===== config.mk =====
export PLATFORM = sky130hd
export DESIGN_NAME = pipe_stage_fifo
export DESIGN_NICKNAME = d
export VERILOG_FILES = /design/src/rtl/pipe_stage_fifo_pkg.sv /design/src/rtl/pipe_stage_fifo_mem.sv /design/src/rtl/pipe_stage_fifo.sv
export SDC_FILE = /design/constraint.sdc
export NUM_CORES = 1
export LEC_CHECK = 0
export BUFFER_PORTS_ARGS = -buffer_cell sky130_fd_sc_hd__buf_2
export CAP_MARGIN = 20
export CORE_UTILIZATION = 35
export CTS_BUF_LIST = sky130_fd_sc_hd__clkbuf_16
export DETAILED_ROUTE_END_ITERATION = 12
export SLEW_MARGIN = 20
export SYNTH_ARGS = -nofsm -noshare
export SYNTH_HDL_FRONTEND = slang
export SYNTH_SLANG_ARGS = --single-unit

===== constraint.sdc =====
create_clock -name clk -period 3.1 [get_ports clk]
set_input_delay 0.31 -clock clk [delete_from_list [all_inputs] [get_ports clk]]
set_output_delay 0.31 -clock clk [all_outputs]
set_load 0.03 [all_outputs]

===== src/rtl/pipe_stage_fifo_pkg.sv =====
// ---------------------------------------------------------------------------
// pipe_stage_fifo_pkg
//   Shared definitions for the inter-stage elastic buffer:
//   - ENABLE / DISABLE and payload field widths used to size stage payloads.
//   - EX_MEM_PAYLOAD_W: packed EX->MEM payload width (opt, rd, w_enable,
//     wdata, mem addr). Instantiations take DATA_W from here.
//   - xfer_e / xfer_kind(): classify one cycle's handshake activity.
// ---------------------------------------------------------------------------
package pipe_stage_fifo_pkg;

    localparam logic ENABLE  = 1'b1;
    localparam logic DISABLE = 1'b0;

    // Stage payload field widths
    localparam int OPT_BUS_W      = 8;
    localparam int REG_ADDR_BUS_W = 5;
    localparam int W_ENABLE_W     = 1;
    localparam int REG_BUS_W      = 32;
    localparam int MEM_ADDR_W     = 18;

    // Packed EX->MEM payload: {opt, rd, w_enable, wdata, addr}
    localparam int EX_MEM_PAYLOAD_W = OPT_BUS_W + REG_ADDR_BUS_W + W_ENABLE_W
                                    + REG_BUS_W + MEM_ADDR_W;

    // Handshake activity in a cycle
    typedef enum logic [1:0] {
        XFER_IDLE = 2'b00,
        XFER_PUSH = 2'b01,
        XFER_POP  = 2'b10,
        XFER_BOTH = 2'b11
    } xfer_e;

    function automatic xfer_e xfer_kind(input logic push, input logic pop);
        return xfer_e'({pop, push});
    endfunction

endpackage


===== src/rtl/pipe_stage_fifo_mem.sv =====
// ---------------------------------------------------------------------------
// pipe_stage_mem
//   DEPTH x DATA_W register array for the inter-stage buffer.
//   One synchronous write port, one asynchronous read port, async active-low
//   clear of every entry.
// Ports:
//   clk      in   clock, rising edge
//   rst      in   asynchronous active-low clear
//   wr_en    in   write strobe
//   wr_addr  in   write entry index
//   wr_data  in   write payload
//   rd_addr  in   read entry index
//   rd_data  out  payload at rd_addr (combinational)
// ---------------------------------------------------------------------------
module pipe_stage_mem #(
    parameter int DATA_W = 64,
    parameter int DEPTH  = 2,
    parameter int PTR_W  = $clog2(DEPTH)
) (
    input  logic              clk,
    input  logic              rst,
    input  logic              wr_en,
    input  logic [PTR_W-1:0]  wr_addr,
    input  logic [DATA_W-1:0] wr_data,
    input  logic [PTR_W-1:0]  rd_addr,
    output logic [DATA_W-1:0] rd_data
);

    logic [DATA_W-1:0] mem_reg [DEPTH];

    // One register per entry so the clear reaches every word.
    generate
        for (genvar gi = 0; gi < DEPTH; gi++) begin : g_entry
            always_ff @(posedge clk or negedge rst) begin
                if (!rst) begin
                    mem_reg[gi] <= '0;
                end else if (wr_en && (wr_addr == PTR_W'(gi))) begin
                    mem_reg[gi] <= wr_data;
                end
            end
        end
    endgenerate

    assign rd_data = mem_reg[rd_addr];

endmodule


===== src/rtl/pipe_stage_fifo.sv =====
// ---------------------------------------------------------------------------
// pipe_stage_fifo
//   Elastic inter-stage pipeline buffer (e.g. EX->MEM, IF->ID). Carries an
//   opaque DATA_W-bit payload through DEPTH entries with valid/ready
//   handshakes. rdy=0 freezes all state; flush discards buffered entries;
//   stall_req asks the stall controller to hold upstream when nearly full.
// Ports:
//   clk        in   clock, rising edge
//   rst        in   asynchronous active-low reset
//   rdy        in   global ready, 0 freezes state
//   flush      in   synchronous discard of all entries
//   up_valid   in   upstream payload valid
//   up_ready   out  buffer can accept
//   up_data    in   upstream payload
//   dn_valid   out  head entry valid
//   dn_ready   in   downstream accepts
//   dn_data    out  head payload, zero (bubble) when empty
//   count      out  occupancy
//   stall_req  out  count >= AFULL
// ---------------------------------------------------------------------------
module pipe_stage_fifo
    import pipe_stage_fifo_pkg::*;
#(
    parameter int DATA_W = EX_MEM_PAYLOAD_W,
    parameter int DEPTH  = 2,
    parameter int AFULL  = 1
) (
    input  logic                       clk,
    input  logic                       rst,
    input  logic                       rdy,
    input  logic                       flush,
    input  logic                       up_valid,
    output logic                       up_ready,
    input  logic [DATA_W-1:0]          up_data,
    output logic                       dn_valid,
    input  logic                       dn_ready,
    output logic [DATA_W-1:0]          dn_data,
    output logic [$clog2(DEPTH+1)-1:0] count,
    output logic                       stall_req
);

    localparam int PTR_W = $clog2(DEPTH);
    localparam int CNT_W = $clog2(DEPTH + 1);
    localparam logic [CNT_W-1:0] FULL_CNT  = CNT_W'(DEPTH);
    localparam logic [CNT_W-1:0] AFULL_CNT = CNT_W'(AFULL);
    localparam logic [PTR_W-1:0] LAST_PTR  = PTR_W'(DEPTH - 1);

    logic [PTR_W-1:0]  wr_ptr_reg, wr_ptr_next;
    logic [PTR_W-1:0]  rd_ptr_reg, rd_ptr_next;
    logic [CNT_W-1:0]  count_reg,  count_next;
    logic [DATA_W-1:0] head_data;
    logic              active;
    logic              push;
    logic              pop;
    xfer_e             xfer;

    // Handshakes depend only on registered occupancy and the global
    // controls, never on the opposite side's valid/ready, so chained stages
    // cannot form a combinational loop. Holding up_ready low while rst is
    // asserted keeps upstream from seeing a phantom accept during reset.
    assign active   = rst & rdy & ~flush;
    assign up_ready = active & (count_reg != FULL_CNT);
    assign dn_valid = active & (count_reg != '0);

    assign push = up_valid & up_ready;
    assign pop  = dn_valid & dn_ready;
    assign xfer = xfer_kind(push, pop);

    function automatic logic [PTR_W-1:0] ptr_inc(input logic [PTR_W-1:0] p);
        return (p == LAST_PTR) ? '0 : p + PTR_W'(1);
    endfunction

    always_comb begin
        wr_ptr_next = wr_ptr_reg;
        rd_ptr_next = rd_ptr_reg;
        count_next  = count_reg;
        if (rdy == ENABLE) begin
            if (flush == ENABLE) begin
                wr_ptr_next = '0;
                rd_ptr_next = '0;
                count_next  = '0;
            end else begin
                if (push) begin
                    wr_ptr_next = ptr_inc(wr_ptr_reg);
                end
                if (pop) begin
                    rd_ptr_next = ptr_inc(rd_ptr_reg);
                end
                case (xfer)
                    XFER_PUSH: count_next = count_reg + CNT_W'(1);
                    XFER_POP:  count_next = count_reg - CNT_W'(1);
                    default:   count_next = count_reg;
                endcase
            end
        end
    end

    always_ff @(posedge clk or negedge rst) begin
        if (!rst) begin
            wr_ptr_reg <= '0;
            rd_ptr_reg <= '0;
            count_reg  <= '0;
        end else begin
            wr_ptr_reg <= wr_ptr_next;
            rd_ptr_reg <= rd_ptr_next;
            count_reg  <= count_next;
        end
    end

    pipe_stage_mem #(
        .DATA_W (DATA_W),
        .DEPTH  (DEPTH),
        .PTR_W  (PTR_W)
    ) u_mem (
        .clk     (clk),
        .rst     (rst),
        .wr_en   (push),
        .wr_addr (wr_ptr_reg),
        .wr_data (up_data),
        .rd_addr (rd_ptr_reg),
        .rd_data (head_data)
    );

    // Empty buffer presents a zero payload: a NOP bubble with w_enable clear.
    assign dn_data   = (count_reg != '0) ? head_data : '0;
    assign count     = count_reg;
    assign stall_req = (count_reg >= AFULL_CNT);

endmodule


=== Yosys cells after proc, flatten, opt, wreduce, memory -nomap -nowiden ===
Index checks and enable logic that the tools add are counted.

* Register bits: 132
* Bits in latches: 0
* RAM bits: 0
* Bits in read-only memories: 0
* Output and inout bits: 69
* Word-level logic and storage cells: 44
* Memories kept: 0

* Add/subtract/negate cells: 4
* Multipliers: 0
* Divide/modulo/power cells: 0
* Magnitude comparators: 2
* Equality and inequality tests: 3
* Shift operators: 0
* Muxes and demuxes: 12
* Bitwise gates (word level): 9
* Reductions and logical operators: 9

{| class="wikitable"
|+ Operators by type and width
! kind !! count
|-
| 2-to-1 mux 64 bit || 4
|-
| bitwise AND 1 bit || 6
|-
| 2-to-1 mux 1 bit || 6
|-
| AND reduction 2 bit || 3
|-
| nonzero test 2 bit || 3
|-
| one-hot mux 2 bit (2 select lines) || 1
|-
| nonzero test 3 bit || 1
|-
| adder 1 bit, second input constant || 2
|-
| adder 2 x 1 -> 2 bit, second input constant || 1
|-
| == test 2 x 1 -> 1 bit, second input constant || 1
|-
| == test 2 bit, second input constant || 1
|-
| >= comparator 2 x 1 -> 1 bit, second input constant || 1
|-
| >= comparator 2 bit, second input constant || 1
|-
| logical AND 1 bit || 2
|-
| 2-to-1 mux 2 bit || 1
|-
| inequality test 2 bit, second input constant || 1
|-
| inverter 1 bit || 2
|-
| inverter 1 -> 2 bit || 1
|-
| subtractor 2 x 1 -> 2 bit, second input constant || 1
|}

=== Longest topological paths before layout ===
* Depth after elaboration: 7
* Mapped depth: 8
* Depth with buffers taken out: 6

=== By module ===
A second synthesis with hierarchy kept.

* Cells, all modules: 452
* Area, all modules: 6670.1 µm²

{| class="wikitable"
|+ Modules (own cells, without submodules)
! module !! instances !! cells each !! area an instance (µm²) !! seq. area each (µm²)
|-
| pipe_stage_mem || 1 || 342 || 5886.9 || 3203.1
|-
| pipe_stage_fifo || 1 || 110 || 783.3 || 100.1
|}

=== Worst setup path after synthesis ===
Ideal clock, no wire load.

* Path kind: reg-to-output
* From: register count_reg[0], in the netlist count[0]
* To: output dn_data[13]
* Arrival: 1.731 ns
* Data required time: 2.790 ns
* Path slack: 1.059 ns
* Cell stages (with the launch flop): 6
* Buffers on the path: 2
* Cells stage by stage: dfrtp_1 > inv_1 > ha_1 > clkbuf_1 > buf_1 > nor2_1

* Cells in the longest elaborated chain, start to end: 2

{| class="wikitable"
|+ Ends and longest elaborated chain
! element !! RTL line !! text
|-
| start: declaration || pipe_stage_fifo.sv:50 || <nowiki>logic [CNT_W-1:0] count_reg, count_next;</nowiki>
|-
| start signal: assignment || pipe_stage_fifo.sv:106 || <nowiki>count_reg <= count_next;</nowiki>
|-
| nonzero test 2 bit || pipe_stage_fifo.sv:125 || <nowiki>assign dn_data = (count_reg != '0) ? head_data : '0;</nowiki>
|-
| 2-to-1 mux 64 bit || pipe_stage_fifo.sv:125 ||
|-
| end: declaration || pipe_stage_fifo.sv:37 || <nowiki>output logic [DATA_W-1:0] dn_data,</nowiki>
|}

No other way between the ends.

=== Worst setup path in the final report ===
* From: register rd_ptr_reg
* To: output dn_data[58]

* Cells in the longest elaborated chain, start to end: 5

{| class="wikitable"
|+ Ends and longest elaborated chain
! element !! RTL line !! text
|-
| start: declaration || pipe_stage_fifo.sv:49 || <nowiki>logic [PTR_W-1:0] rd_ptr_reg, rd_ptr_next;</nowiki>
|-
| start signal: assignment || pipe_stage_fifo.sv:105 || <nowiki>rd_ptr_reg <= rd_ptr_next;</nowiki>
|-
| inverter 1 -> 2 bit (implied by the code) || pipe_stage_fifo_mem.sv:44 || <nowiki>assign rd_data = mem_reg[rd_addr];</nowiki>
|-
| 2-to-1 mux 64 bit (implied by the code) (3 in series) || pipe_stage_fifo_mem.sv:44 ||
|-
| 2-to-1 mux 64 bit || pipe_stage_fifo.sv:125 ||
|}

No other way between the ends. The select of a mux whose other input is x is not followed.

==> impl_metrics.ini <==
[grt]
antenna_found_initial = 2
grt_start_max_net_pins = 70
overflow = 0
grt_pass1_wl_um = 20800
grt_pass1_vias = 4185
grt_usage = 0.149

[sta]
slew_headroom = 0.423
timing.fmax_ghz = 0.384
fin_crit_sh = 0.840
worst_pin_slew_ps = 865
rsz0062_at_grt = no
hold_viol = 0
fin_skew_ps = 4.63
final_max_slew_viol_count = 0
finalSetupTns_ps = 0
setup_viol = 0
layout_min_cycle_time_ps = 2610
timing.hold.ws_ps = 79.9

[synth]
synthFlopType = dfrtp_1
avgSynthCellArea_sq_um = 13.5
synth_cell_types = 31
netlist_area_sq_um = 6080
ys_seq_area_frac = 0.543
synth_nets = 525
synth_edf_count = 0
async_flop_share = 1.00
ys_ff_latch = 132
ys.warnings.count = 0
netlist_instances = 452

[floorplan]
die_w_um = 134
start_util = 0.363
dieHeight_um = 134
die_area_sq_um = 17900
coreArea_sq_um = 16800
num_rows = 47
io_pins = 139

[critical_path]
cp.arrival_ps = 2300
criticalPathCategory = reg2out
endpoint_kind = primary output
critPathLaunch = rd_ptr_reg$_DFFE_PN0P_
rrSetupSlack_ps = 890
cp.required_ps = 2790
reg2reg_from = count[0]$_DFFE_PN0P_
startpoint_type = flop
worst-path-max-fanout = 42
r2r-end = u_mem.mem_reg[81]$_DFFE_PN0P_
reg2regPathDepth = 7

[power]
vdd_ir_drop_max_uv = 653
p_leak_uw = 0.00371
power_density_nw_per_um2 = 1100

[outcome]
outcome = completed

[placed_design]
dpl.hpwl_um = 8110
numPortBuffers = 138
place_congestion = 0.811

[drt]
vias_per_cell = 4.76
firstDrtPassIters = 4
routed_wl_um = 12600
drc = 0
final_antenna_net_count = 0
num_vias = 3905
wl_per_cell_um = 15.4
drt_iter0_drc = 166

[run]
maxCapViolations = 0

[clock_network]
clock_path_buffers = 2
cts_buffers = 17
holdBufCountCts = 0
clock_latency_ps = 420
cts_resized = 0
post-cts-setup-buffers = 0
cts_root_buffer = clkbuf_16
htree_levels = 4
cts_sinks = 132
cts_tree = built
path_clk_slew_ps = 50

[finish]
nets = 661
syn_to_final_growth_pct = 23.2
final_util = 0.447
fillCellCount = 1567
drive_gt1_frac = 0.505
largest_register_ffs = 128

[min_path]
hold_class = in2async
[logic make-up after synthesis]
group | count (synthesis) | share of synthesized area
flops | 132 | 0.543
xor+xnor | 1 | 0.00144
mux | 192 | 0.344
simple gates | 78 | 0.0547
compound gates | 10 | 0.0117
buf+inv | 36 | 0.0387
fa+ha+maj | 3 | 0.00617
[per-stage QoR]
step / instance area (sq um) / power (uW) / setup WS (ps) / cells
floorplan: 6080 / 5450 / 1060 / 452
global placement: 6940 / 6320 / 922 / 789
detailed placement: 6940 / 6430 / 873 / 789
CTS: 7490 / 8340 / 429 / 820
global route: 7490 / 8740 / 361 / 821
finish: 7490 / 8210 / 495 / 821
[final cells by class]
cell class / count / area [sq um] / share of cell area
antenna: 1 / 2.50 / 0.000334
clock buffer: 17 / 425 / 0.0568
clock inverter: 14 / 124 / 0.0165
inverter: 8 / 30.0 / 0.00401
multi-input combinational: 284 / 2550 / 0.341
sequential: 132 / 3310 / 0.441
tap: 220 / 275 / 0.0367
timing repair buffer: 145 / 774 / 0.103
[cells in the mapped netlist, drive strengths merged (2+ instances only)]
cell      n  area, sq um
a21oi     2         10.0
buf      22          183
clkbuf    6         22.5
dfrtp   132         3300
ha        3         37.5
inv       8         30.0
mux2    128         1450
mux2i    64          641
nand2     3         13.8
nand3b    2         27.5
nor2     67          254
nor3      2         10.0
o21ai     2         10.0
[power by group]
part / switching (uW) / internal [uW]
Clock: 709 / 1160
Combinational: 2080 / 1380
Sequential: 447 / 2440
Total: 3240 / 4970
[placed cells by master, fill, tap and decap left out, types with 2 or more instances in the layout]
master | netlist | routed
a21oi_1 | 2 | 2
buf_12 | 0 | 2
buf_2 | 8 | 137
buf_4 | 0 | 5
bufinv_16 | 0 | 2
clkbuf_16 | 0 | 17
clkinv_2 | 0 | 6
clkinvlp_4 | 0 | 3
dfrtp_1 | 132 | 131
ha_1 | 3 | 2
inv_1 | 8 | 11
mux2_1 | 5 | 5
mux2_2 | 120 | 120
mux2_4 | 3 | 3
mux2i_1 | 64 | 64
nor2_1 | 66 | 66
nor3_1 | 2 | 2
o21ai_0 | 2 | 2
[how the worst max path moves through the flow]
stage	end	slack, ps	cells after the start
3_3_place_gp	u_mem.mem_reg[86]$_DFFE_PN0P_	920	7
4_1_cts	dn_data[58]	430	4
2_1_floorplan	dn_data[13]	1060	5
5_1_grt	dn_data[53]	360	4
6_report	dn_data[58]	490	4
3_5_place_dp	u_mem.mem_reg[72]$_DFFE_PN0P_	870	7
[metal layers]
| layer | up-vias | part of all wire | GRT usage | routed length (um) |
|---|---|---|---|---|
| met5 | - | 0.00063 | 0 | 8 |
| met2 | 99 | 0.50 | 0.251 | 6280 |
| met1 | 1949 | 0.42 | 0.174 | 5360 |
| met3 | 17 | 0.065 | 0.0578 | 819 |
| li1 | 1838 | - | - | - |
| met4 | 2 | 0.012 | 0.0511 | 153 |
[critical path, cell delays in order (launching register included)]
cell and delay [ps]:
dfrtp_4 910, buf_4 410, mux2i_1 260, nor2_1 70, buf_2 210
Note: power is estimated with default switching activity, not from simulation.
